==> config.mk <==
export PLATFORM = sky130hd
export DESIGN_NAME = line_buffer_feeder
export DESIGN_NICKNAME = d
export VERILOG_FILES = /design/src/rtl/line_buffer_feeder.sv
export SDC_FILE = /design/constraint.sdc
export NUM_CORES = 1
export LEC_CHECK = 0
export ABC_AREA = 1
export CORE_MARGIN = 1
export CORE_UTILIZATION = 35
export DETAILED_ROUTE_END_ITERATION = 8
export REMOVE_ABC_BUFFERS = 1
export SLEW_MARGIN = 25
export SYNTH_ARGS = -nofsm -noshare
export SYNTH_HDL_FRONTEND = slang
export SYNTH_SLANG_ARGS = --single-unit
==> constraint.sdc <==
create_clock -name i_clk -period 8.52 [get_ports i_clk]
set_clock_uncertainty 0.1 [all_clocks]
set_input_delay 1.704 -clock i_clk [delete_from_list [all_inputs] [get_ports i_clk]]
set_output_delay 1.704 -clock i_clk [all_outputs]
set_load 0.02 [all_outputs]
==> src/rtl/line_buffer_feeder.sv <==
// ----------------------------------------------------------------------------
// line_buffer_feeder
//   Streams a raster image from an upstream valid/ready byte source into a
//   line buffer. The first PRELOAD_LINES lines are sent on initial credit.
//   After that, each i_intr pulse from the line buffer releases one more line.
//   Once the image is sent, PAD_LINES lines of zeros follow so the bottom image
//   rows still reach the kernel. o_done then pulses for one cycle.
//
// Ports
//   i_clk, i_rst        clock, synchronous active-high reset
//   i_start             1-cycle pulse, begins a frame (ignored while busy)
//   i_s_data/i_s_valid  upstream pixel stream
//   o_s_ready           upstream ready (combinational)
//   o_pixel_data        pixel to line buffer (registered, holds when idle)
//   o_pixel_data_valid  pixel strobe to line buffer (registered)
//   i_intr              line-consumed pulse from line buffer (+1 credit)
//   o_busy              frame in progress
//   o_done              1-cycle pulse, one cycle after the final pixel strobe
//   o_line_cnt          lines fully emitted this frame (image + pad)
// ----------------------------------------------------------------------------
module line_buffer_feeder #(
    parameter int IMG_WIDTH     = 512,
    parameter int IMG_HEIGHT    = 512,
    parameter int PRELOAD_LINES = 4,
    parameter int PAD_LINES     = 2
) (
    input  logic       i_clk,
    input  logic       i_rst,
    input  logic       i_start,
    input  logic [7:0] i_s_data,
    input  logic       i_s_valid,
    output logic       o_s_ready,
    output logic [7:0] o_pixel_data,
    output logic       o_pixel_data_valid,
    input  logic       i_intr,
    output logic       o_busy,
    output logic       o_done,
    output logic [9:0] o_line_cnt
);

    localparam int COL_W = $clog2(IMG_WIDTH);
    localparam logic [COL_W-1:0] LAST_COL  = COL_W'(IMG_WIDTH - 1);
    localparam logic [9:0]       IMG_LINES = 10'(IMG_HEIGHT);
    localparam logic [9:0]       LAST_LINE = 10'(IMG_HEIGHT + PAD_LINES - 1);
    localparam logic [3:0]       PRELOAD   = 4'(PRELOAD_LINES);

    typedef enum logic [1:0] {
        IDLE = 2'd0,
        SEND = 2'd1,
        WAIT = 2'd2,
        DONE = 2'd3
    } state_t;

    state_t           r_state;
    state_t           w_state_next;
    logic [3:0]       r_credit;
    logic [COL_W-1:0] r_col;
    logic [9:0]       r_line_cnt;
    logic [7:0]       r_pixel_data;
    logic             r_pixel_valid;
    logic             r_busy;
    logic             r_done;

    logic             w_image;
    logic             w_send;
    logic             w_has_credit;
    logic             w_ready;
    logic             w_fire;
    logic             w_line_done;
    logic             w_last_line;
    logic             w_intr;
    logic [4:0]       w_credit_sum;
    logic [3:0]       w_credit_next;

    // Lines below IMG_HEIGHT come from upstream; the rest are zero padding.
    assign w_image      = (r_line_cnt < IMG_LINES);
    assign w_send       = (r_state == SEND);
    assign w_has_credit = (r_credit != 4'd0);
    assign w_ready      = w_send & w_image & w_has_credit;

    // Pad pixels need no upstream handshake and go out every credited cycle.
    assign w_fire       = w_image ? (i_s_valid & w_ready) : (w_send & w_has_credit);
    assign w_line_done  = w_fire & (r_col == LAST_COL);
    assign w_last_line  = w_line_done & (r_line_cnt == LAST_LINE);

    // Credits are only meaningful while a frame is streaming.
    assign w_intr       = i_intr & ((r_state == SEND) | (r_state == WAIT));

    // A line completion always has credit >= 1, so the sum cannot underflow.
    // An i_intr arriving together with a line completion cancels it, so the
    // credit never passes through zero.
    assign w_credit_sum  = {1'b0, r_credit} + {4'd0, w_intr} - {4'd0, w_line_done};
    assign w_credit_next = w_credit_sum[4] ? 4'hF : w_credit_sum[3:0];

    always_comb begin
        w_state_next = r_state;
        case (r_state)
            IDLE: if (i_start) w_state_next = SEND;
            SEND: begin
                if (w_last_line)
                    w_state_next = DONE;
                else if (w_line_done && (w_credit_next == 4'd0))
                    w_state_next = WAIT;
            end
            WAIT: if (w_has_credit) w_state_next = SEND;
            DONE: w_state_next = IDLE;
            default: w_state_next = IDLE;
        endcase
    end

    always_ff @(posedge i_clk) begin
        if (i_rst) begin
            r_state       <= IDLE;
            r_credit      <= 4'd0;
            r_col         <= '0;
            r_line_cnt    <= 10'd0;
            r_pixel_data  <= 8'd0;
            r_pixel_valid <= 1'b0;
            r_busy        <= 1'b0;
            r_done        <= 1'b0;
        end else begin
            r_state <= w_state_next;
            // Registering the DONE state places the pulse one cycle after the
            // final pixel strobe.
            r_done  <= (r_state == DONE);

            if ((r_state == IDLE) && i_start) begin
                r_credit   <= PRELOAD;
                r_col      <= '0;
                r_line_cnt <= 10'd0;
                r_busy     <= 1'b1;
            end else begin
                r_credit <= w_credit_next;
                if (r_state == DONE)
                    r_busy <= 1'b0;
                if (w_fire) begin
                    if (w_line_done) begin
                        r_col      <= '0;
                        r_line_cnt <= r_line_cnt + 10'd1;
                    end else begin
                        r_col <= r_col + 1'b1;
                    end
                end
            end

            r_pixel_valid <= w_fire;
            if (w_fire)
                r_pixel_data <= w_image ? i_s_data : 8'h00;
        end
    end

    assign o_s_ready          = w_ready;
    assign o_pixel_data       = r_pixel_data;
    assign o_pixel_data_valid = r_pixel_valid;
    assign o_busy             = r_busy;
    assign o_done             = r_done;
    assign o_line_cnt         = r_line_cnt;

endmodule

After elaboration in Yosys (flattened, before gate mapping)
Cells that the tools add are included.
{ "op_classes": {"add_sub_neg": 4, "magnitude_cmp": 1, "eq_ne": 8, "mux": 12, "bitwise_logic": 8, "reduce_logical": 9} }
{ "ops": {"columns": ["op", "count"], "rows": [
  ["10-bit by 1-bit adder with 10-bit output (second input constant)", 1],
  ["10-bit == test (second input constant)", 1],
  ["10-bit less-than comparator (second input constant)", 1],
  ["9-bit by 1-bit adder with 9-bit output (second input constant)", 1],
  ["9-bit == test (second input constant)", 1],
  ["9-bit two-way mux", 1],
  ["2-bit two-way mux", 4],
  ["8-bit two-way mux", 1],
  ["2-bit one-hot mux with 4 select lines", 1],
  ["1-bit bitwise AND", 7],
  ["4-bit by 1-bit adder with 5-bit output", 1],
  ["5-bit by 1-bit subtractor with 5-bit output", 1],
  ["2-bit == test (second input constant)", 2],
  ["4-bit zero test", 1],
  ["4-bit two-way mux", 1],
  ["2-bit inequality test (second input constant)", 2],
  ["4-bit nonzero test", 1],
  ["1-bit two-way mux", 3],
  ["3-bit two-way mux", 1],
  ["3-bit by 1-bit inequality test with 1-bit output (second input constant)", 1],
  ["3-bit AND reduction", 1],
  ["2-bit by 1-bit == test with 1-bit output (second input constant)", 1],
  ["1-bit logical AND", 2],
  ["2-bit zero test", 1],
  ["4 further kinds", 4]
]} }
{ "word_totals": {"register_bits": 36, "input_bits": 13, "out_inout_bits": 22, "elab_cells": 51} }

Logic depth before layout (Yosys ltp)
Gate-level depths: netlist of run 1.
{ "depth": {"word_depth": 13, "ltp_mapped": 25, "mapped_depth_nobuf": 25} }

Least setup slack after synthesis of run 1
No wires, ideal clock.
{ "synth_timing": {"path_kind": "input port to flip-flop", "startpoint": "input port i_s_valid", "endpoint": "register r_state[1]", "setup_ns": 0.113, "arrival_time_ns": 3.734, "required_time_ns": 8.307, "setup_slack_ns": 4.573, "stages": 21, "n_path_buf": 0, "path_cell_list": "inv_1 -> nand2_8 -> nand3_4 -> nor2_4 -> ha_1 -> inv_1 -> ha_1 -> inv_1 -> fa_1 -> inv_1 -> nand2_1 -> nand2_1 -> nand2_1 -> nand2_1 -> nand2_1 -> nor2_1 -> nand3_1 -> nand2_1 -> nand2_1 -> nand2_1 -> nor2_1"} }
{ "synth_via": {"elab_chain_len": 9, "elab_cells_between_ends": 12, "cone_classes": "1 x add/sub; 1 x eq/ne; 4 x mux; 3 x bitwise; 3 x reduce/logical"} }
{ "synth_rtl": {"columns": ["element", "line_no", "source"], "rows": [
  ["start: declaration", "31", "input logic i_s_valid,"],
  ["1-bit bitwise AND (*)", "82", "assign w_fire = w_image ? (i_s_valid & w_ready) : (w_send & w_has_credit);"],
  ["1-bit two-way mux (*)", "82", null],
  ["1-bit bitwise AND (*)", "83", "assign w_line_done = w_fire & (r_col == LAST_COL);"],
  ["5-bit by 1-bit subtractor with 5-bit output", "92", "assign w_credit_sum = {1'b0, r_credit} + {4'd0, w_intr} - {4'd0, w_line_done};"],
  ["4-bit two-way mux", "93", "assign w_credit_next = w_credit_sum[4] ? 4'hF : w_credit_sum[3:0];"],
  ["4-bit zero test", "102", "else if (w_line_done && (w_credit_next == 4'd0))"],
  ["1-bit logical AND", "102", null],
  ["3-bit by 1-bit inequality test with 1-bit output (no line)", null, null],
  ["3-bit AND reduction (no line)", null, null],
  ["end signal: assignment", "122", "r_state <= w_state_next;"],
  ["end: declaration", "54", "state_t r_state;"]
]} }
Mark *: on every way between the ends. The rest lies on a longest branch, timed or not.
A chain may end at the register's enable or synchronous reset.

Final worst setup path of run 1
Same ends and word-level chain as after synthesis.

==> results.toml, run 1 <==
[outcome]
outcome = "complete, no violations"

[clocking]
hold_buffers = 0
ctsRootBufferMaster = "clkbuf_8"
path_clk_slew_ps = 80
cts_tree = "yes"
cts_inserted_buffers = 5
insertion_delay_ps = 290
cts_resized = 0
clockBufferDepth = 2
h-tree-depth = 2
cts_sinks = 36
cts_setup_buffers = 0

[yosys]
netlist_instances = 257
yosysWarnings = 0
syn_avg_cell_area_um2 = 7.405
ys_seq_elements = 36
ys_types = 30
seq_area_frac_synth_pct = 37.87
syn_area_mm2 = 0.001903

[routing]
drtIter0Drc = 127
drt_wl_total_mm = 3.930
vias = 1705
ant_nets = 0
viasPerCell = 4.646
firstDrtPassIters = 4
avgRoutedWirePerCell_um = 10.71
drc = 0

[worst_setup_path]
crit_path_top_delay_cell = "clkdlybuf4s50_1"
cpMostUsedCell = "nand2_1"
cp_max_fo = 18
worstPathArrival_ps = 4500
path_class = "in -> reg"
crit_path_start_kind = "input pin"
crit_family = "simple AND/OR/NAND/NOR gates"
worstSetupEndpointType = "flip-flop"
cp.buffers_inverters = 5
path_cells = "clkdlybuf4s50_1 > inv_1 > nand2_8 > nand3_4 > nor2_4 > ha_1 > inv_1 > ha_1 > inv_1 > fa_1 > inv_1 > nand2_1 > nand2_1 > nand2_1 > nand2_1 > nand2_1 > nor2_1 > nand3_1 > nand2_1 > nand2_1 > nand2_1 > nor2_1"
cp_slowest_stage_delay_ps = 450
required_ps = 8610

[timing]
setup_viol = 0
rsz0062_at_grt = "false"
min_period_over_period_pct = 51.76
slew_headroom_pct = 53.44
worst_pin_slew_ps = 695.8
finalCriticalPeriod_ps = 4410
tns_ps = 0
finalHoldViolCount = 0
finalWorstSetupSlack_ps = 4110
fmax_ghz = 0.2268
drv_slew = 0
holdWs_ps = 347.5

[place]
port_buffers = 34
place_congestion = 0.8127
dp_slack_ps = 3791
dpl.cell_count = 359
hpwl_mm = 2.981

[power_and_ir_drop]
irDropWorstVdd_mv = 0.1085
p_switching_uw = 227.9
intPower_uw = 349.4
p_seq_share_pct = 35.7
p_leak_uw = 0.0009488
p_comb_share_pct = 42.1
clockPowerShare_pct = 22.2
switching_share_pct = 39.47
power.density_mw_per_mm2 = 239.0

[global_route]
met2_usage_pct = 24.98
gr-usage-met1_pct = 20.22
busiest_layer = "met2"
grt_usage_pct = 15.86
grt_pass1_vias = 1554
grt_max_degree = 19
grt_util_met3_pct = 4.894
overflow = 0
antenna_found_initial = 0
grt_pass1_wl_mm = 6.775

[die]
die_width_um = 75.74
dieArea_mm2 = 0.005737
rows = 26
die_h_um = 75.74
core-area_mm2 = 0.005172
initial_utilization_pct = 36.79
pin_count = 35

[cells_and_area]
fill_cells = 539
diodes = 0
final_cell_mix = "nand2_1, inv_1, dfxtp_1"
final_nets = 325
instances_no_fill = 367
areaGrowthSynthToFinish_pct = 26.89
final_common_cell = "nand2_1"
layout-drive-gt1-share_pct = 6.734

[worst_hold_path]
hold_class = "reg -> reg"

[run]
max-cap-violations = 0
stage by stage:
step | util, % | area (um2) | power [uW]
6_report | 46.69 | 2415 | 577.2
2_1_floorplan | - | 1894 | 385.7
4_1_cts | 46.69 | 2415 | 583.7
3_5_place_dp | 44.90 | 2322 | 454.3
3_3_place_gp | 44.90 | 2322 | 449.6
5_1_grt | 46.69 | 2415 | 634.5
cells in the mapped netlist:
master | number | share of area [%]
clkbuf_1 | 1 | 0.20
o211ai_1 | 1 | 0.39
nand3_4 | 1 | 0.92
nand3b_1 | 1 | 0.39
dfxtp_1 | 36 | 38
nor3_2 | 1 | 0.53
nand3_1 | 22 | 5.8
o21ai_1 | 1 | 0.26
nor2_2 | 1 | 0.33
nor3_1 | 8 | 2.1
nor2_1 | 29 | 5.7
o21ai_0 | 7 | 1.8
xor2_1 | 3 | 1.4
xnor2_1 | 2 | 0.92
nand4_1 | 1 | 0.33
fa_1 | 1 | 1.1
inv_2 | 1 | 0.20
o21ai_2 | 1 | 0.46
inv_1 | 39 | 7.7
clkinv_2 | 1 | 0.26
a211oi_1 | 2 | 0.79
a31oi_1 | 1 | 0.33
buf_2 | 1 | 0.26
nand4_4 | 1 | 1.1
nand2_1 | 51 | 10
ha_1 | 15 | 9.9
nand2_8 | 1 | 1.1
nand2_2 | 2 | 0.66
a21oi_1 | 23 | 6.0
nor2_4 | 2 | 1.2
path summary, 6_finish.rpt:
| check | from | end | slack (ps) | cells after the start |
|---|---|---|---|---|
| worst max-delay path | i_s_valid | r_state[1] | 4110 | 22 |
| worst min-delay path | r_col[6] | r_col[6] | 350 | 1 |
| worst max register to register | r_col[0] | r_state[1] | 5090 | 25 |
| worst min register to register | r_col[6] | r_col[6] | 350 | 1 |
sequential cells by signal, indices dropped and copies added (netlist names):
signal and count:
o_pixel_data 8, o_busy 1, r_state 2, o_line_cnt 10, r_credit 4, o_done 1, r_col 9, o_pixel_data_valid 1
cell type report:
type	count	area (um2)	area share, %
inverters	41	155.1	6.425
repair buffers	34	340.3	14.09
well taps	70	87.58	3.627
flip-flops and latches	36	720.7	29.84
clock buffers	6	82.58	3.420
multi-input cells	178	1018	42.18
clock inverters	2	10.01	0.4145
routing by layer:
metal | share of wire, % | vias to the layer above
met5 | 0 | -
met4 | 1.4 | 0
met3 | 4.4 | 6
met2 | 46 | 35
met1 | 49 | 757
li1 | - | 907
power groups by stage:
stage | clock, uW | combinational [uW] | sequential (uW)
2_1_floorplan | 0 | 169 | 216
5_1_grt | 141 | 284 | 210
4_1_cts | 132 | 245 | 206
3_3_place_gp | 0 | 239 | 210
6_report | 128 | 243 | 206
3_5_place_dp | 0 | 244 | 210
kinds of logic after synthesis:
logic type,Yosys count,synth area share (%)
flops,36,37.87
simple gates,121,30.18
buf+inv,43,8.612
compound gates,36,10.12
fa+ha+maj,16,10.91
xor+xnor,5,2.302
worst register-to-register path, delay by kind of cell (launching register included):
family                     cells  cell delay (ps)
buffers and inverters          5              330
DFF                            1              360
adders and majority gates      5             1210
and+or+nand+nor               15             1330
No activity file was read; power rests on OpenSTA's default activity.
==> inputs of run 2 (changes only) <==
- clock period: 8.52 -> 4.6 ns (I/O delays scaled with it)
==> results.toml, run 2 (same netlist as run 1, synthesis figures left out) <==
[clocking]
cts_inserted_buffers = 5
cts_tree = "yes"
cts_resized = 0
cts_setup_buffers = 0
ctsRootBufferMaster = "clkbuf_8"
hold_buffers = 0
cts_sinks = 36
clockBufferDepth = 2
insertion_delay_ps = 280
path_clk_slew_ps = 70
h-tree-depth = 2

[timing]
finalCriticalPeriod_ps = 3649
holdWs_ps = 346.3
worst_pin_slew_ps = 494.6
finalHoldViolCount = 0
drv_slew = 0
fmax_ghz = 0.2740
min_period_over_period_pct = 79.33
setup_viol = 0
rsz0062_at_grt = "false"
slew_headroom_pct = 66.92
tns_ps = 0

[worst_setup_path]
cp_max_fo = 18
cp.buffers_inverters = 5
cp_slowest_stage_delay_ps = 450
worstSetupEndpointType = "flip-flop"
crit_path_top_delay_cell = "clkdlybuf4s50_1"
path_class = "in -> reg"
timing.rr.end = "r_state[1]"
path_cells = "clkdlybuf4s50_1 > inv_1 > nand2_8 > nand3_4 > nor2_4 > ha_1 > inv_1 > ha_1 > inv_1 > fa_1 > inv_1 > nand2_1 > nand2_1 > nand2_1 > nand2_1 > nand2_1 > nor2_1 > nand3_1 > nand2_1 > nand2_1 > nand2_1 > nor2_1"
reg2reg_depth = 25
required_ps = 4680
r2r_slack_ps = 1140
timing.rr.start = "r_col[0]"
worstPathArrival_ps = 3730
crit_family = "simple AND/OR/NAND/NOR gates"
cpMostUsedCell = "nand2_1"
crit_path_start_kind = "input pin"

[worst_hold_path]
hp-start = "r_col[6]"
holdPathStages = 1
whs_endpoint = "r_col[6]"
hold_class = "reg -> reg"

[run]
max-cap-violations = 0

[die]
dieArea_mm2 = 0.005737
initial_utilization_pct = 36.79
pin_count = 35
core-area_mm2 = 0.005172
rows = 26
die_width_um = 75.74
die_h_um = 75.74

[routing]
firstDrtPassIters = 4
viasPerCell = 4.527
drtIter0Drc = 71
drt_wl_total_mm = 3.872
avgRoutedWirePerCell_um = 10.52
vias = 1666
ant_nets = 0
drc = 0

[power_and_ir_drop]
p_total_uw = 1139
p_leak_uw = 0.0009673
irDropWorstVdd_mv = 0.2239
power.density_mw_per_mm2 = 463.8

[cells_and_area]
final_cell_area_mm2 = 0.002456
layout-drive-gt1-share_pct = 7.047
areaGrowthSynthToFinish_pct = 29.06
final_nets = 326
final_common_cell = "nand2_1"
final_cell_mix = "nand2_1, inv_1, dfxtp_1"
largest_reg_flops = 10
final_core_util_pct = 47.48
diodes = 0

[global_route]
grt_util_met3_pct = 3.704
overflow = 0
antenna_found_initial = 0
grt_pass1_wl_mm = 6.630
grt_max_degree = 19
met2_usage_pct = 23.89
grt_usage_pct = 15.46
grt_pass1_vias = 1497
gr-usage-met1_pct = 20.67
busiest_layer = "met2"

[place]
port_buffers = 34
place_area_mm2 = 0.002330
place_congestion = 0.8146
hpwl_mm = 2.968

[outcome]
outcome = "complete, no violations"
-- run 2: through the flow --
stage	setup WS [ps]	instances
after floorplan	1366	255
after global placement	742.2	360
after detailed placement	637.3	360
after CTS	939.1	368
after global routing	562.9	368
final	951.0	368
-- run 2: final cells by class --
| cell class | count | area (um2) |
|---|---|---|
| flip-flops and latches | 36 | 720.7 |
| well taps | 70 | 87.58 |
| inverters | 41 | 155.1 |
| repair buffers | 35 | 347.8 |
| clock inverters | 1 | 30.03 |
| fillers | 507 | 2716 |
| multi-input cells | 178 | 1018 |
| clock buffers | 7 | 96.34 |
-- run 2: how the worst max path moves through the flow --
| stage | endpoint | from | cells after the start | slack (ps) |
|---|---|---|---|---|
| 6_report | r_state[1] | i_s_valid | 22 | 950 |
| 5_1_grt | r_state[1] | i_s_valid | 22 | 560 |
| 4_1_cts | r_state[1] | i_s_valid | 22 | 940 |
| 3_5_place_dp | r_state[1] | i_s_valid | 22 | 640 |
| 3_3_place_gp | r_state[1] | i_s_valid | 22 | 740 |
| 2_1_floorplan | r_state[1] | i_s_valid | 21 | 1370 |
-- run 2: report_power, final --
part / internal (uW) / leakage, uW / total, uW / switching, uW
combinational: 177 / 0.000610 / 450 / 274
clock: 191 / 0.0000645 / 306 / 115
sequential: 353 / 0.000292 / 382 / 29.6
total: 721 / 0.000967 / 1140 / 418
-- run 2: layer usage --
layer	share of wire, %	up-vias
li1	-	904
met1	51	729
met2	44	28
met3	3.2	5
met4	1.4	0
met5	0	-
-- run 2: worst reg2reg max path, stage by stage (launching register included) --
cell and delay, ps:
dfxtp_1 360, ha_1 170, nand2_1 90, inv_1 60, nand4_1 90, nor3_1 220, ha_1 260, inv_1 100
nor2_4 150, ha_1 240, inv_1 50, ha_1 150, inv_1 50, fa_1 390, inv_1 70, nand2_1 40
nand2_1 70, nand2_1 50, nand2_1 70, nand2_1 90, nor2_1 130, nand3_1 110, nand2_1 90, nand2_1 50
nand2_1 50, nor2_1 40
